### src/rtl/fetch_pc_unit_pkg.sv
// Shared fetch-stage definitions: widths, vector-fetch FSM states and pc_sel encodings.
// The pc_sel constants are shared with the control unit.
package fetch_pc_unit_pkg;

    localparam int unsigned PC_W    = 32;
    localparam int unsigned WORD_W  = 16;
    localparam int unsigned STATE_W = 2;
    localparam int unsigned SEL_W   = 2;

    localparam logic [STATE_W-1:0] ST_RUN    = 2'b00;
    localparam logic [STATE_W-1:0] ST_VEC_HI = 2'b01;
    localparam logic [STATE_W-1:0] ST_VEC_LO = 2'b10;

    localparam logic [SEL_W-1:0] PCSEL_SEQ = 2'b00;
    localparam logic [SEL_W-1:0] PCSEL_RSV = 2'b01;
    localparam logic [SEL_W-1:0] PCSEL_INT = 2'b10;
    localparam logic [SEL_W-1:0] PCSEL_TGT = 2'b11;

    typedef logic [PC_W-1:0]   pc_t;
    typedef logic [WORD_W-1:0] word_t;

    // A PC is stored in memory as two words, high word first.
    function automatic pc_t join_words(word_t hi, word_t lo);
        return {hi, lo};
    endfunction

endpackage

### src/rtl/fetch_pc_unit_if.sv
// Control/memory bundle between the control unit, instruction memory and the fetch PC unit.
// Perf counter outputs exist only when FETCH_PERF_CNT_EN is defined.
interface fetch_pc_if;
    import fetch_pc_unit_pkg::*;

    logic [SEL_W-1:0] pc_sel;
    logic             fetch_pc_enable;
    pc_t              tgt_addr;
    logic             pop_pc1;
    logic             pop_pc2;
    word_t            mem_rdata;
    word_t            imem_data;
    pc_t              imem_addr;
    pc_t              pc;
    word_t            pc_push_hi;
    word_t            pc_push_lo;
    logic             fetch_valid;
    logic             busy;
`ifdef FETCH_PERF_CNT_EN
    logic [31:0]      perf_redirects;
    logic [31:0]      perf_stalls;
`endif

    modport master (
        output pc_sel, fetch_pc_enable, tgt_addr, pop_pc1, pop_pc2, mem_rdata, imem_data,
`ifdef FETCH_PERF_CNT_EN
        input  perf_redirects, perf_stalls,
`endif
        input  imem_addr, pc, pc_push_hi, pc_push_lo, fetch_valid, busy
    );

    modport slave (
        input  pc_sel, fetch_pc_enable, tgt_addr, pop_pc1, pop_pc2, mem_rdata, imem_data,
`ifdef FETCH_PERF_CNT_EN
        output perf_redirects, perf_stalls,
`endif
        output imem_addr, pc, pc_push_hi, pc_push_lo, fetch_valid, busy
    );

endinterface

### src/rtl/fetch_pc_unit_vec_fetch_fsm.sv
// Two-cycle vector fetch sequencer: reads the hi then lo word of the reset/interrupt vector.
module fetch_pc_unit_vec_fetch_fsm
    import fetch_pc_unit_pkg::*;
#(
    parameter int unsigned RST_VEC_ADDR = 0,
    parameter int unsigned INT_VEC_ADDR = 2
) (
    input  logic  clk,
    input  logic  rst,
    input  logic  int_req,
    input  word_t imem_data,
    output pc_t   vec_addr_c,
    output word_t vec_hi,
    output logic  vec_load_c,
    output logic  run_c,
    output logic  busy_c
);

    logic [STATE_W-1:0] state;
    logic [STATE_W-1:0] state_nxt;
    pc_t                base;
    pc_t                base_nxt;
    word_t              vec_hi_nxt;

    always_ff @(posedge clk or posedge rst) begin
        if (rst) begin
            state  <= ST_VEC_HI;
            base   <= PC_W'(RST_VEC_ADDR);
            vec_hi <= '0;
        end else begin
            state  <= state_nxt;
            base   <= base_nxt;
            vec_hi <= vec_hi_nxt;
        end
    end

    always_comb begin
        state_nxt  = state;
        base_nxt   = base;
        vec_hi_nxt = vec_hi;
        vec_addr_c = base;
        vec_load_c = 1'b0;
        run_c      = 1'b0;
        busy_c     = 1'b0;
        case (state)
            ST_RUN: begin
                run_c = 1'b1;
                if (int_req) begin
                    base_nxt  = PC_W'(INT_VEC_ADDR);
                    state_nxt = ST_VEC_HI;
                end
            end
            ST_VEC_HI: begin
                busy_c     = 1'b1;
                vec_hi_nxt = imem_data;
                state_nxt  = ST_VEC_LO;
            end
            ST_VEC_LO: begin
                busy_c     = 1'b1;
                vec_addr_c = base + PC_W'(1);
                vec_load_c = 1'b1;
                state_nxt  = ST_RUN;
            end
            default: begin
                // Unused encoding: restart the vector fetch from the current base.
                busy_c    = 1'b1;
                state_nxt = ST_VEC_HI;
            end
        endcase
    end

endmodule

### src/rtl/fetch_pc_unit.sv
// Fetch-stage PC unit: owns the PC and drives the instruction-memory address.
// Optional perf counters are built when FETCH_PERF_CNT_EN is defined.
module fetch_pc_unit
    import fetch_pc_unit_pkg::*;
#(
    parameter int unsigned RST_VEC_ADDR = 0,
    parameter int unsigned INT_VEC_ADDR = 2
) (
    input  logic       clk,
    input  logic       rst,
    fetch_pc_if.slave  bus
);

    pc_t   pc_q;
    pc_t   pc_nxt;
    word_t pop_lo;
    pc_t   vec_addr_c;
    word_t vec_hi;
    logic  vec_load_c;
    logic  run_c;
    logic  busy_c;
    logic  int_req_c;
    logic  redirect_c;

    // Pops outrank every pc_sel redirect, so an interrupt is only taken without a pop.
    assign int_req_c  = run_c && !bus.pop_pc1 && (bus.pc_sel == PCSEL_INT);
    assign redirect_c = run_c && (bus.pop_pc1 || bus.pc_sel == PCSEL_TGT || bus.pc_sel == PCSEL_INT);

    fetch_pc_unit_vec_fetch_fsm #(
        .RST_VEC_ADDR (RST_VEC_ADDR),
        .INT_VEC_ADDR (INT_VEC_ADDR)
    ) u_vec_fsm (
        .clk        (clk),
        .rst        (rst),
        .int_req    (int_req_c),
        .imem_data  (bus.imem_data),
        .vec_addr_c (vec_addr_c),
        .vec_hi     (vec_hi),
        .vec_load_c (vec_load_c),
        .run_c      (run_c),
        .busy_c     (busy_c)
    );

    always_comb begin
        pc_nxt = pc_q;
        if (vec_load_c) begin
            pc_nxt = join_words(vec_hi, bus.imem_data);
        end else if (run_c) begin
            if (bus.pop_pc1)
                pc_nxt = join_words(bus.mem_rdata, pop_lo);
            else if (bus.pc_sel == PCSEL_TGT)
                pc_nxt = bus.tgt_addr;
            else if (bus.pc_sel == PCSEL_INT)
                pc_nxt = pc_q;
            else if (bus.fetch_pc_enable)
                pc_nxt = pc_q + PC_W'(1);
        end
    end

    always_ff @(posedge clk or posedge rst) begin
        if (rst) begin
            pc_q   <= '0;
            pop_lo <= '0;
        end else begin
            pc_q <= pc_nxt;
            if (bus.pop_pc2)
                pop_lo <= bus.mem_rdata;
        end
    end

    assign bus.pc          = pc_q;
    assign bus.imem_addr   = run_c ? pc_q : vec_addr_c;
    assign bus.fetch_valid = run_c;
    assign bus.busy        = busy_c;
    assign bus.pc_push_hi  = pc_q[PC_W-1:WORD_W];
    assign bus.pc_push_lo  = pc_q[WORD_W-1:0];

`ifdef FETCH_PERF_CNT_EN
    logic [31:0] perf_redirects;
    logic [31:0] perf_stalls;
    logic        stall_c;

    assign stall_c = run_c && !bus.fetch_pc_enable && !redirect_c;

    // Saturating event counters.
    always_ff @(posedge clk or posedge rst) begin
        if (rst) begin
            perf_redirects <= '0;
            perf_stalls    <= '0;
        end else begin
            if (redirect_c && (perf_redirects != '1))
                perf_redirects <= perf_redirects + 32'(1);
            if (stall_c && (perf_stalls != '1))
                perf_stalls <= perf_stalls + 32'(1);
        end
    end

    assign bus.perf_redirects = perf_redirects;
    assign bus.perf_stalls    = perf_stalls;
`else
    logic unused_redirect;
    assign unused_redirect = redirect_c;
`endif

endmodule

### src/flat_wrapper.sv
// flat-port wrapper written by rule: the top's interface ports become plain ports
module fetch_pc_unit_flat import fetch_pc_unit_pkg::*;
#(
    parameter int unsigned RST_VEC_ADDR = 0,
    parameter int unsigned INT_VEC_ADDR = 2
)
  (clk, rst, bus_pc_sel, bus_fetch_pc_enable, bus_tgt_addr, bus_pop_pc1, bus_pop_pc2, bus_mem_rdata, bus_imem_data, bus_imem_addr, bus_pc, bus_pc_push_hi, bus_pc_push_lo, bus_fetch_valid, bus_busy);
  fetch_pc_if bus_i ();
  input  logic clk;
  input  logic rst;
  input wire logic [$bits(bus_i.pc_sel)-1:0] bus_pc_sel;
  input wire logic [$bits(bus_i.fetch_pc_enable)-1:0] bus_fetch_pc_enable;
  input wire logic [$bits(bus_i.tgt_addr)-1:0] bus_tgt_addr;
  input wire logic [$bits(bus_i.pop_pc1)-1:0] bus_pop_pc1;
  input wire logic [$bits(bus_i.pop_pc2)-1:0] bus_pop_pc2;
  input wire logic [$bits(bus_i.mem_rdata)-1:0] bus_mem_rdata;
  input wire logic [$bits(bus_i.imem_data)-1:0] bus_imem_data;
  output wire logic [$bits(bus_i.imem_addr)-1:0] bus_imem_addr;
  output wire logic [$bits(bus_i.pc)-1:0] bus_pc;
  output wire logic [$bits(bus_i.pc_push_hi)-1:0] bus_pc_push_hi;
  output wire logic [$bits(bus_i.pc_push_lo)-1:0] bus_pc_push_lo;
  output wire logic [$bits(bus_i.fetch_valid)-1:0] bus_fetch_valid;
  output wire logic [$bits(bus_i.busy)-1:0] bus_busy;
  assign bus_i.pc_sel = bus_pc_sel;
  assign bus_i.fetch_pc_enable = bus_fetch_pc_enable;
  assign bus_i.tgt_addr = bus_tgt_addr;
  assign bus_i.pop_pc1 = bus_pop_pc1;
  assign bus_i.pop_pc2 = bus_pop_pc2;
  assign bus_i.mem_rdata = bus_mem_rdata;
  assign bus_i.imem_data = bus_imem_data;
  assign bus_imem_addr = bus_i.imem_addr;
  assign bus_pc = bus_i.pc;
  assign bus_pc_push_hi = bus_i.pc_push_hi;
  assign bus_pc_push_lo = bus_i.pc_push_lo;
  assign bus_fetch_valid = bus_i.fetch_valid;
  assign bus_busy = bus_i.busy;
  fetch_pc_unit #(.RST_VEC_ADDR(RST_VEC_ADDR), .INT_VEC_ADDR(INT_VEC_ADDR)) u_core (.clk(clk), .rst(rst), .bus(bus_i));
endmodule
### config.mk
export PLATFORM = sky130hd
export DESIGN_NAME = fetch_pc_unit_flat
export DESIGN_NICKNAME = d
export VERILOG_FILES = /design/src/rtl/fetch_pc_unit_pkg.sv /design/src/rtl/fetch_pc_unit_if.sv /design/src/rtl/fetch_pc_unit_vec_fetch_fsm.sv /design/src/rtl/fetch_pc_unit.sv /design/src/flat_wrapper.sv
export SDC_FILE = /design/constraint.sdc
export NUM_CORES = 1
export LEC_CHECK = 0
export BUFFER_PORTS_ARGS = -buffer_cell sky130_fd_sc_hd__buf_4
export CAP_MARGIN = 40
export CORE_MARGIN = 4
export CORE_UTILIZATION = 35
export CTS_BUF_LIST = sky130_fd_sc_hd__clkbuf_8 sky130_fd_sc_hd__clkbuf_16
export DETAILED_ROUTE_END_ITERATION = 7
export GPL_TIMING_DRIVEN = 1
export SETUP_SLACK_MARGIN = 0.5
export SYNTH_ARGS = -nofsm -noshare
export SYNTH_HDL_FRONTEND = slang
export SYNTH_SLANG_ARGS = --single-unit
### constraint.sdc
create_clock -name clk -period 2.3 [get_ports clk]
set_input_delay 0.23 -clock clk [delete_from_list [all_inputs] [get_ports clk]]
set_output_delay 0.23 -clock clk [all_outputs]
set_load 0.02 [all_outputs]
Yosys cells after proc, flatten, opt, wreduce, memory -nomap -nowiden
Cells that the tools add are included.
- memory bits (writable): 0
- output and inout bits: 98
- bits in latches: 0
- input port bits: 71
- bits in registers: 67
- word-level logic and storage cells: 34
- memories: 0
- ROM bits: 0
- multiplexer cells: 13
- eq/ne operators: 6
- shift operators: 0
- divide/modulo/power cells: 0
- bitwise gates (word level): 0
- $mul: 0
- reduce and logical (&&, ||, !) cells: 8
- magnitude comparators: 0
- $add $sub $neg: 2
- operators with widths (kind ; number):
    32-bit two-way mux ; 7
    32-bit by 1-bit adder with 32-bit output (second input constant) ; 1
    2-bit == test (second input constant) ; 3
    2-bit one-hot mux with 3 select lines ; 1
    4-bit by 3-bit != test with 1-bit output (second input constant) ; 1
    4-bit nonzero test ; 1
    2-bit by 1-bit adder with 3-bit output (second input constant) ; 1
    1-bit two-way mux ; 3
    3-bit two-way mux ; 1
    3-bit AND reduction ; 1
    2-bit by 1-bit == test with 1-bit output (second input constant) ; 1
    1-bit logical AND ; 2
    2-bit zero test ; 1
    2-bit two-way mux ; 1
    2-bit by 1-bit != test with 1-bit output (second input constant) ; 1
    2-bit AND reduction ; 1
    2-bit nonzero test ; 1
    1-bit zero test ; 1

Depth between registers and ports, before layout
Gate-level depths: netlist (run 1).
- word-level depth: 7
- mapped depth: 9
- depth with buffers taken out: 7

Cells and area by module
From an unflattened synthesis (run 1), not the netlist that was laid out.
- cell total of the unflattened synthesis: 554
- area, all modules: 5133.7 um^2
- by module, submodules not included (module ; seq. area each (um^2) ; instances ; cells an instance ; area an instance (um^2)):
    fetch_pc_unit ; 1201.2 ; 1 ; 472 ; 4058.9
    fetch_pc_unit_vec_fetch_fsm ; 476.7 ; 1 ; 82 ; 1074.8

Worst setup path after synthesis (run 1)
No wires, ideal clock.
- kind: register -> register
- start: reg u_core.pc_q[0], in the netlist u_core.bus.pc[0]
- end: reg u_core.pc_q[20], in the netlist u_core.bus.pc[20]
- stages on the path, launching flop included: 8
- arrival: 2.205 ns
- setup time: 0.111 ns
- buffers on the path: 1
- clock period less this slack: 2.316 ns
- setup slack: -0.016 ns
- required time: 2.189 ns
- cells stage by stage: dfrtp_1 ha_1 nand3_1 or4_4 buf_6 or3_1 a21o_1 a222oi_1
- cells in the longest elaborated chain, start to end: 7
- ends and longest elaborated chain (item ; line ; RTL):
    from (decl) ; fetch_pc_unit.sv:14 ; pc_t pc_q;
    from (signal assigned) ; fetch_pc_unit.sv:65 ; pc_q <= pc_nxt;
    32-bit by 1-bit adder with 32-bit output ; fetch_pc_unit.sv:56 ; pc_nxt = pc_q + PC_W'(1);
    32-bit two-way mux ; fetch_pc_unit.sv:55 ; else if (bus.fetch_pc_enable)
    32-bit two-way mux ; fetch_pc_unit.sv:53 ; else if (bus.pc_sel == PCSEL_INT)
    32-bit two-way mux ; fetch_pc_unit.sv:51 ; else if (bus.pc_sel == PCSEL_TGT)
    32-bit two-way mux ; fetch_pc_unit.sv:49 ; if (bus.pop_pc1)
    32-bit two-way mux ; fetch_pc_unit.sv:48 ; end else if (run_c) begin
    32-bit two-way mux ; fetch_pc_unit.sv:46 ; if (vec_load_c) begin
No other way between the ends. The select of a mux whose other input is x is not followed.
A chain may end at the register's enable or synchronous reset.

Worst setup path in the final report (run 1)
- start: reg u_core.pc_q[12], in the netlist u_core.bus.pc[12]
- end: reg u_core.pc_q[14], in the netlist u_core.bus.pc[14]
Same word-level chain as after synthesis.

==> impl_metrics.csv, run 1 <==
group,metric,value,unit
outcome,status,"finished, final reports clean",
placed_design,portBuffers,168,
global_route,grt_first_pass_wirelength,29.83,mm
yosys,ys_types,54,
clock_tree,clk_latency,0.34,ns
yosys,netlist_area,4679,um2
floorplan,core,12880,um2
hold_path,hold_depth,3,
timing,post-route-period-util,87.80,%
clock_tree,clkTransAtPathRegs,0.06,ns
drt,vias,5472,
hold_path,hp-class,"primary input to register",
floorplan,rows,41,
floorplan,io_pins,169,
yosys,synth_cells,563,
layout,fin_nets,851,
setup_path,start_kind,"register",
clock_tree,cts_num_sinks,67,
yosys,syn-num-nets,639,
clock_tree,htree_levels,3,
yosys,synthTopCellsByArea,"dfrtp_1 (35%), mux2_2 (7.5%), nand2_1 (5.5%), buf_4 (5.1%), o21ai_0 (4.5%)",
setup_path,cp.arrival,2.26,ns
placed_design,dp_hpwl,13.88,mm
layout,final_common_cell,"buf_4",
layout,final_cell_mix,"buf_4 (210), nand2_1 (66), buf_6 (51)",
setup_path,critPathKind,"register to register",
yosys,yosysWarnings,0,
yosys,synth_edf_count,0,
global_route,grt.overflow.total,0,
setup_path,worstSetupEndpointType,"register",
drt,wl_per_cell,21.99,um
drt,drtAntennaViolNets,0,
clock_tree,cts_root_buf,"clkbuf_16",
drt,drt_pass1_iterations,5,
global_route,grt_max_degree,34,
pwr,peakVddDrop,0.0007395,V
floorplan,die_h,123.6,um
floorplan,die_w,123.6,um
yosys,syn_avg_cell_area,8.312,um2
floorplan,dieArea,15280,um2
timing,setup_viol_count_final,0,
global_route,grt_antenna_before_repair,0,
timing,slew_violations,0,
floorplan,start_util,36.34,%
setup_path,ff2ff_path_depth,6,
hold_path,min_from,"bus_mem_rdata[6]",
timing,max_freq,0.4952,GHz
timing,hold_viol,0,
drt,drc,0,
hold_path,hold_end,"u_core.pop_lo[6]",
clock_tree,cts_buffers,9,
timing,slew_headroom,53.67,%
yosys,synth_ff_type,"dfrtp_1",
clock_tree,clock_path_buffers,2,
drt,via_per_inst,5.748,
layout,fill_cells,1155,
layout,multi_input_area,2944,um2
timing,fin_skew,0.004352,ns
yosys,yosysSeqAreaShare,35.86,%
layout,diodes,0,
setup_path,r2r_slack,0.28,ns
setup_path,rr_startpoint,"u_core.bus.pc[12]",
timing,worst_pin_slew,0.6935,ns
timing,layout_min_cycle_time,2.019,ns
job,cap_violations,0,
timing,rsz0062_at_grt,"true",
setup_path,cp.required,2.54,ns
yosys,synth_seq_cells,67,
global_route,grt.total_usage,25.93,%
layout,seq_area,1708,um2
setup_path,r2r_end,"u_core.bus.pc[14]",
placed_design,gp_congestion,0.9538,
global_route,grt_pass1_vias,5170,
layout,syn2layout_area_growth,64.95,%
layout,drive_gt1_share,55.64,%
pwr,p_per_area,1507,nW/um2
yosys,yosysTopAreaCellShare,35.29,%
pwr,total_leakage_power,3.386,nW
timing,finalSetupTns,0,ns
yosys,async_flop_share,100.0,%
drt,drt-initial-drc-count,592,
yosys,yosysTopAreaCell,"dfrtp_1",
pwr,total_power,11.64,mW
clock_tree,cts_tree,"built",
setup_path,path_max_fanout,5,
drt,wirelength,20.93,mm
-- registers in the layout, summed over array words and instances (netlist names) --
register / count
u_core.u_vec_fsm.state: 2
u_core.u_vec_fsm.base: 1
u_core.u_vec_fsm.vec_hi: 16
u_core.pop_lo: 16
u_core.bus.pc: 32
-- critical path, stage by stage, from the launching register on --
cell and delay [ns]:
dfrtp_2 0.38, buf_4 0.15, nand3_1 0.10, or4_1 0.63
o311ai_2 0.29, a21oi_1 0.11, nor3_1 0.25
-- per-layer routing --
metal	GRT usage, %	wire length [um]	vias to the layer above
met5	0	0	-
met4	7.958	432	0
met3	6.131	2266	43
met2	39.17	9686	332
met1	36.77	8545	2650
li1	-	-	2447
-- power by group --
group | internal [mW] | total, mW | leakage [nW] | switching (mW)
Combinational | 3.80 | 7.86 | 2.47 | 4.06
Sequential | 1.72 | 2.29 | 0.754 | 0.570
Clock | 0.937 | 1.48 | 0.160 | 0.544
Total | 6.46 | 11.6 | 3.39 | 5.18
-- how the worst max path moves through the flow --
stage	startpoint	endpoint	slack [ns]	cells after the start
CTS	u_core.bus.pc[1]	u_core.bus.pc[20]	0.37	6
finish	u_core.bus.pc[12]	u_core.bus.pc[14]	0.28	6
global placement	u_core.u_vec_fsm.state[0]	u_core.bus.pc[30]	0.22	8
floorplan	u_core.bus.pc[11]	u_core.bus.pc[20]	0.19	7
global route	u_core.bus.pc[1]	u_core.bus.pc[14]	0.27	6
detailed placement	u_core.bus.pc[13]	u_core.bus.pc[20]	0.14	5
-- synth_stat cells (5+ instances only) --
| cell type | n |
|---|---|
| buf_4 | 32 |
| and3_1 | 15 |
| o31a_1 | 6 |
| ha_1 | 5 |
| mux2_2 | 31 |
| o21ai_0 | 42 |
| nand2_1 | 69 |
| clkbuf_1 | 39 |
| inv_1 | 17 |
| nor2_1 | 33 |
| nor4_1 | 7 |
| o22ai_1 | 10 |
| nand4_1 | 12 |
| a31oi_1 | 10 |
| nand3_1 | 17 |
| o221ai_1 | 9 |
| xnor2_1 | 5 |
| a211oi_1 | 10 |
| o21a_1 | 6 |
| dfrtp_1 | 66 |
| a21oi_1 | 27 |
| nor3_1 | 13 |
| and4_1 | 5 |
| and2_1 | 25 |
| o211ai_1 | 6 |
-- what timing repair did --
| action | CTS | global route |
|---|---|---|
| hold buffers | 1 | 0 |
| setup endpoints to repair | 57 | 65 |
| buffers inserted | 49 | 17 |
| gates cloned | 1 | 5 |
| resized for setup | 49 | 129 |
| endpoints found under the hold margin | 18 | 0 |
| pin swaps | 11 | 37 |
-- layout make-up --
type                    instances  share of cell area [%]
repair buffers                276                   31.85
clock inverters                 7                   1.086
inverters                      17                  0.9888
repair inverters                1                 0.09726
multi-input cells             403                   38.14
flip-flops and latches         67                   22.13
clock buffers                   9                   2.918
well taps                     172                   2.788
-- through the flow --
step	area [um2]	instances	hold slack [ns]	utilization, %	setup WS (ns)
after global placement	6115	863	0.3549	47.49	0.2191
after CTS	7002	930	0.09711	54.38	0.3658
after global routing	7719	952	0.1146	59.95	0.2681
after detailed placement	6115	863	0.3594	47.49	0.1399
final	7719	952	0.1121	59.95	0.2806
after floorplan	4796	563	0.3467	-	0.1889
-- logic make-up (layout without fill, tap and decap cells) --
family / count (synthesis) / count (layout) / synth area share (%)
buffers and inverters: 93 / 310 / 10.21
xor gates and xnor gates: 7 / 7 / 1.310
AOI/OAI and AO/OA: 152 / 152 / 21.23
and+or+nand+nor: 205 / 205 / 21.95
adders and majority gates: 5 / 5 / 1.337
DFF: 67 / 67 / 35.86
muxes: 34 / 34 / 8.102
(Power assumes the default switching activity.)
==> inputs of run 2 (changes only) <==
- BUFFER_PORTS_ARGS: -buffer_cell sky130_fd_sc_hd__buf_4 -> -buffer_cell sky130_fd_sc_hd__buf_2
==> impl_metrics.csv, run 2 (synthesized netlist as in run 1, its figures left out) <==
group,metric,value,unit
outcome,status,"finished, final reports clean",
clock_tree,cts_num_sinks,67,
setup_path,cp_slowest_cell,"dfstp_2",
timing,layout_min_cycle_time,1.977,ns
timing,fin_skew,0.01016,ns
pwr,peakVddDrop,0.0007090,V
timing,setup_viol_count_final,0,
drt,drt_pass1_iterations,5,
clock_tree,clock_path_buffers,2,
global_route,grt_first_pass_wirelength,29.91,mm
setup_path,critPathMaxStageDelay,0.55,ns
layout,syn2layout_area_growth,54.92,%
drt,drt-initial-drc-count,501,
placed_design,dp_hpwl,13.61,mm
pwr,netSwitchingFraction,45.31,%
global_route,grt.overflow.total,0,
timing,worst_pin_slew,0.5818,ns
setup_path,cp.buffers_inverters,5,
layout,drive_gt1_share,52.80,%
clock_tree,cts_root_buf,"clkbuf_16",
clock_tree,clk_latency,0.35,ns
pwr,p_seq_share,20.3,%
global_route,grt.total_usage,26.10,%
layout,final_common_cell,"buf_2",
timing,fin_ws,0.3229,ns
timing,hold_viol,0,
placed_design,dp_slack,0.1687,ns
pwr,p_int,6.077,mW
pwr,total_leakage_power,3.218,nW
job,cap_violations,0,
floorplan,start_util,36.34,%
timing,slew_headroom,61.17,%
clock_tree,cts_tree,"built",
hold_path,hp-class,"primary input to register",
placed_design,portBuffers,168,
timing,finalSetupTns,0,ns
drt,wl_per_cell,21.59,um
timing,max_freq,0.5058,GHz
timing,slew_violations,0,
clock_tree,htree_levels,3,
layout,diodes,0,
floorplan,dieArea,15280,um2
global_route,grt_max_degree,47,
placed_design,gp_congestion,0.9349,
drt,vias,5486,
setup_path,cp.required,2.07,ns
floorplan,die_h,123.6,um
setup_path,worstPathCellList,"inv_4, ha_4, buf_12, clkinvlp_4, buf_8, nor2_1, buf_2",
pwr,combPwrFrac,65.9,%
setup_path,crit_family,"buffers and inverters",
timing,rsz0062_at_grt,"true",
pwr,p_clk_share,13.9,%
pwr,p_per_area,1533,nW/um2
drt,drtAntennaViolNets,0,
setup_path,critPathKind,"register to output pin",
layout,final_cell_mix,"buf_2 (144), buf_4 (71), nand2_1 (65)",
clock_tree,clkTransAtPathRegs,0.05,ns
drt,via_per_inst,5.830,
floorplan,die_w,123.6,um
floorplan,io_pins,169,
layout,fin_nets,840,
timing,post-route-period-util,85.96,%
pwr,switching_power,5.035,mW
layout,largest_reg_flops,32,
floorplan,core,12880,um2
global_route,grt_pass1_vias,5095,
setup_path,cp.arrival,1.75,ns
setup_path,start_kind,"register",
setup_path,path_max_fanout,11,
drt,wirelength,20.31,mm
global_route,grt_antenna_before_repair,0,
clock_tree,cts_buffers,9,
drt,drc,0,
setup_path,worstSetupEndpointType,"output pin",
floorplan,rows,41,
-- run 2: path summary, 6_finish.rpt --
kind	start	end	slack, ns	cells after the start
setup / recovery	u_core.u_vec_fsm.state[0]	bus_imem_addr[15]	0.32	7
hold / removal	bus_imem_data[1]	u_core.bus.pc[1]	0.10	3
setup reg to reg	u_core.bus.pc[13]	u_core.bus.pc[20]	0.33	5
hold reg to reg	u_core.u_vec_fsm.base[1]	u_core.u_vec_fsm.base[1]	0.47	1
max in group asynchronous	rst	u_core.bus.pc[13]	1.19	4
min in group asynchronous	rst	u_core.u_vec_fsm.vec_hi[2]	0.47	3
-- run 2: what timing repair did --
action | in CTS | in global routing
gates cloned | 3 | 1
endpoints found under the setup margin | 58 | 62
resized for setup | 76 | 94
setup buffers | 43 | 17
hold buffers | 1 | 0
hold endpoints to repair | 20 | 0
pin swaps | 13 | 35
-- run 2: final cells by class --
class	count	area, um2
Fill cell	1196	5627
Clock inverter	5	75.07
Sequential cell	67	1704
Timing Repair Buffer	266	2004
Inverter	17	76.32
Tap cell	172	215.2
Multi-Input combinational cell	403	2922
Clock buffer	11	252.7
-- run 2: power groups by stage --
| stage | combinational [mW] | clock (mW) | sequential (mW) |
|---|---|---|---|
| after floorplan | 3.39 | 0 | 2.54 |
| after detailed placement | 4.98 | 0 | 2.42 |
| after global routing | 7.76 | 1.62 | 2.32 |
| after global placement | 4.94 | 0 | 2.39 |
| final | 7.32 | 1.54 | 2.25 |
| after CTS | 6.44 | 1.56 | 2.22 |
-- run 2: metrics by stage --
step | hold WS (ns) | total power [mW] | area [um2] | instances | util [%]
2_1_floorplan | 0.3467 | 5.929 | 4796 | 563 | -
3_3_place_gp | 0.3068 | 7.329 | 5664 | 859 | 43.99
3_5_place_dp | 0.3021 | 7.403 | 5672 | 860 | 44.05
4_1_cts | 0.09682 | 10.22 | 6716 | 923 | 52.16
5_1_grt | 0.1148 | 11.69 | 7249 | 941 | 56.30
6_report | 0.1045 | 11.11 | 7249 | 941 | 56.30
-- run 2: worst min-delay path: cells and delay by family --
| family | cells | cell delay, ns |
|---|---|---|
| buffers and inverters | 1 | 0.09 |
| AND/OR/NAND/NOR | 1 | 0.04 |
| AO/OA/AOI/OAI | 1 | 0.06 |
-- run 2: metal layers --
layer | global-route usage (%) | part of all wire, %
met1 | 37.50 | 42
met2 | 39.41 | 45
met3 | 5.132 | 9.9
met4 | 8.443 | 2.4
met5 | 0 | 0
==> inputs of run 3 (changes only) <==
- PLACE_DENSITY: default -> 0.72
==> impl_metrics.csv, run 3 (synthesized netlist as in run 1, its figures left out) <==
group,metric,value,unit
global_route,grt.overflow.total,0,
global_route,grt_pass1_vias,5022,
clock_tree,cts_tree,"built",
clock_tree,cts_num_sinks,67,
setup_path,critPathKind,"register to register",
setup_path,start_kind,"register",
timing,setup_viol_count_final,0,
setup_path,cp_slowest_cell,"or4_4",
layout,fill_cells,1137,
setup_path,cp.arrival,2.19,ns
drt,wirelength,20.36,mm
layout,syn2layout_area_growth,52.35,%
floorplan,dieArea,15280,um2
setup_path,r2r_slack,0.33,ns
global_route,grt_antenna_before_repair,0,
timing,layout_min_cycle_time,1.973,ns
layout,fin_nets,841,
clock_tree,htree_levels,3,
global_route,grt_max_degree,46,
placed_design,portBuffers,168,
timing,finalSetupTns,0,ns
setup_path,worstPathCellList,"nand4_1, or4_4, or3_4, a21o_1, a222oi_1",
floorplan,core,12880,um2
timing,fin_skew,0.008066,ns
drt,met1Wirelength,8.170,mm
drt,top_layer_used,"met4",
clock_tree,clk_latency,0.34,ns
timing,worst_pin_slew,0.5946,ns
placed_design,placed_cell_area,5622,um2
floorplan,start_util,36.34,%
setup_path,worstSetupEndpointType,"register",
layout,final_cell_mix,"buf_2 (138), buf_4 (78), nand2_1 (65)",
layout,drive_gt1_share,53.51,%
drt,drc,0,
pwr,p_per_area,1527,nW/um2
timing,slew_violations,0,
setup_path,path_max_fanout,3,
job,cap_violations,0,
global_route,grt_first_pass_wirelength,28.64,mm
clock_tree,cts_buffers,9,
pwr,total_leakage_power,3.185,nW
pwr,total_power,10.89,mW
timing,slew_headroom,60.32,%
timing,rsz0062_at_grt,"true",
drt,drt_pass1_iterations,6,
placed_design,gp_congestion,0.9862,
timing,post-route-period-util,85.80,%
outcome,status,"finished, final reports clean",
hold_path,hp-class,"primary input to register",
clock_tree,clock_path_buffers,2,
pwr,peakVddDrop,0.0008472,V
drt,drtAntennaViolNets,0,
setup_path,critPathMaxStageDelay,0.57,ns
drt,wl_met2,9.127,mm
floorplan,die_h,123.6,um
floorplan,io_pins,169,
layout,final_common_cell,"buf_2",
placed_design,dp_slack,0.1498,ns
clock_tree,cts_root_buf,"clkbuf_16",
drt,met3_wirelength,2.412,mm
global_route,grt.total_usage,24.67,%
drt,via_per_inst,5.979,
placed_design,dp_hpwl,13.04,mm
timing,timing.hold.ws,0.1213,ns
timing,fin_ws,0.3265,ns
drt,drt-initial-drc-count,634,
drt,vias,5632,
layout,largest_reg_flops,32,
timing,max_freq,0.5067,GHz
layout,diodes,0,
setup_path,cp.required,2.52,ns
clock_tree,clkTransAtPathRegs,0.06,ns
timing,hold_viol,0,
floorplan,die_w,123.6,um
floorplan,rows,41,
drt,wl_per_cell,21.61,um
layout,final_area,7129,um2
-- run 3: cell count changes in the layout (fill, tap and decap cells not counted), moves of 5 or more --
cell | previous run | this run
buf_6 | 30 | 38
buf_4 | 71 | 78
buf_2 | 144 | 138
buf_8 | 6 | 0
nor2_1 | 28 | 22
and2_1 | 9 | 4
and2_4 | 15 | 20
nor2_2 | 3 | 8
-- run 3: through the flow --
step | utilization [%] | instances
2_1_floorplan | - | 563
3_3_place_gp | 43.60 | 854
3_5_place_dp | 43.66 | 855
4_1_cts | 51.00 | 917
5_1_grt | 55.37 | 942
6_report | 55.37 | 942
-- run 3: final timing paths --
kind                                              from  cells after the start                          to
max                                  u_core.bus.pc[15]                      5           u_core.bus.pc[20]
min                                   bus_imem_data[8]                      3            u_core.bus.pc[8]
max reg2reg                          u_core.bus.pc[15]                      5           u_core.bus.pc[20]
min reg2reg                u_core.u_vec_fsm.vec_hi[13]                      2           u_core.bus.pc[29]
max in group asynchronous                          rst                      4           u_core.bus.pc[10]
min in group asynchronous                          rst                      3  u_core.u_vec_fsm.vec_hi[1]
-- run 3: report_power, final --
| part | switching [mW] | internal (mW) | leakage, nW | total (mW) |
|---|---|---|---|---|
| Combinational | 4.02 | 3.28 | 2.28 | 7.30 |
| Clock | 0.530 | 0.807 | 0.151 | 1.34 |
| Sequential | 0.539 | 1.71 | 0.758 | 2.25 |
| Total | 5.09 | 5.80 | 3.19 | 10.9 |
-- run 3: per-layer routing --
layer,up-vias,track usage (%)
met5,-,0
met3,82,5.268
met4,0,8.097
li1,2427,-
met1,2684,35.11
met2,439,37.31
-- run 3: repair_timing --
action / 4_1_cts / 5_1_grt
hold buffers: 1 / 0
pin swaps: 9 / 28
endpoints found under the setup margin: 59 / 58
gates cloned: 4 / 3
endpoints found under the hold margin: 21 / 0
buffers inserted: 41 / 22
resized for setup: 77 / 104
-- run 3: final cells by class --
class | count | area, um2 | share of cell area (%)
Inverter | 17 | 76.32 | 1.071
Clock inverter | 4 | 17.52 | 0.2457
Timing Repair inverter | 1 | 7.507 | 0.1053
Sequential cell | 67 | 1703 | 23.89
Multi-Input combinational cell | 404 | 2904 | 40.73
Timing Repair Buffer | 265 | 1939 | 27.20
Clock buffer | 12 | 266.5 | 3.738
Tap cell | 172 | 215.2 | 3.019
-- run 3: worst max-delay path: cells and delay by family (launching register included) --
| family | cells | cell delay, ns |
|---|---|---|
| compound gates | 2 | 0.42 |
| flops | 1 | 0.38 |
| simple gates | 3 | 1.06 |
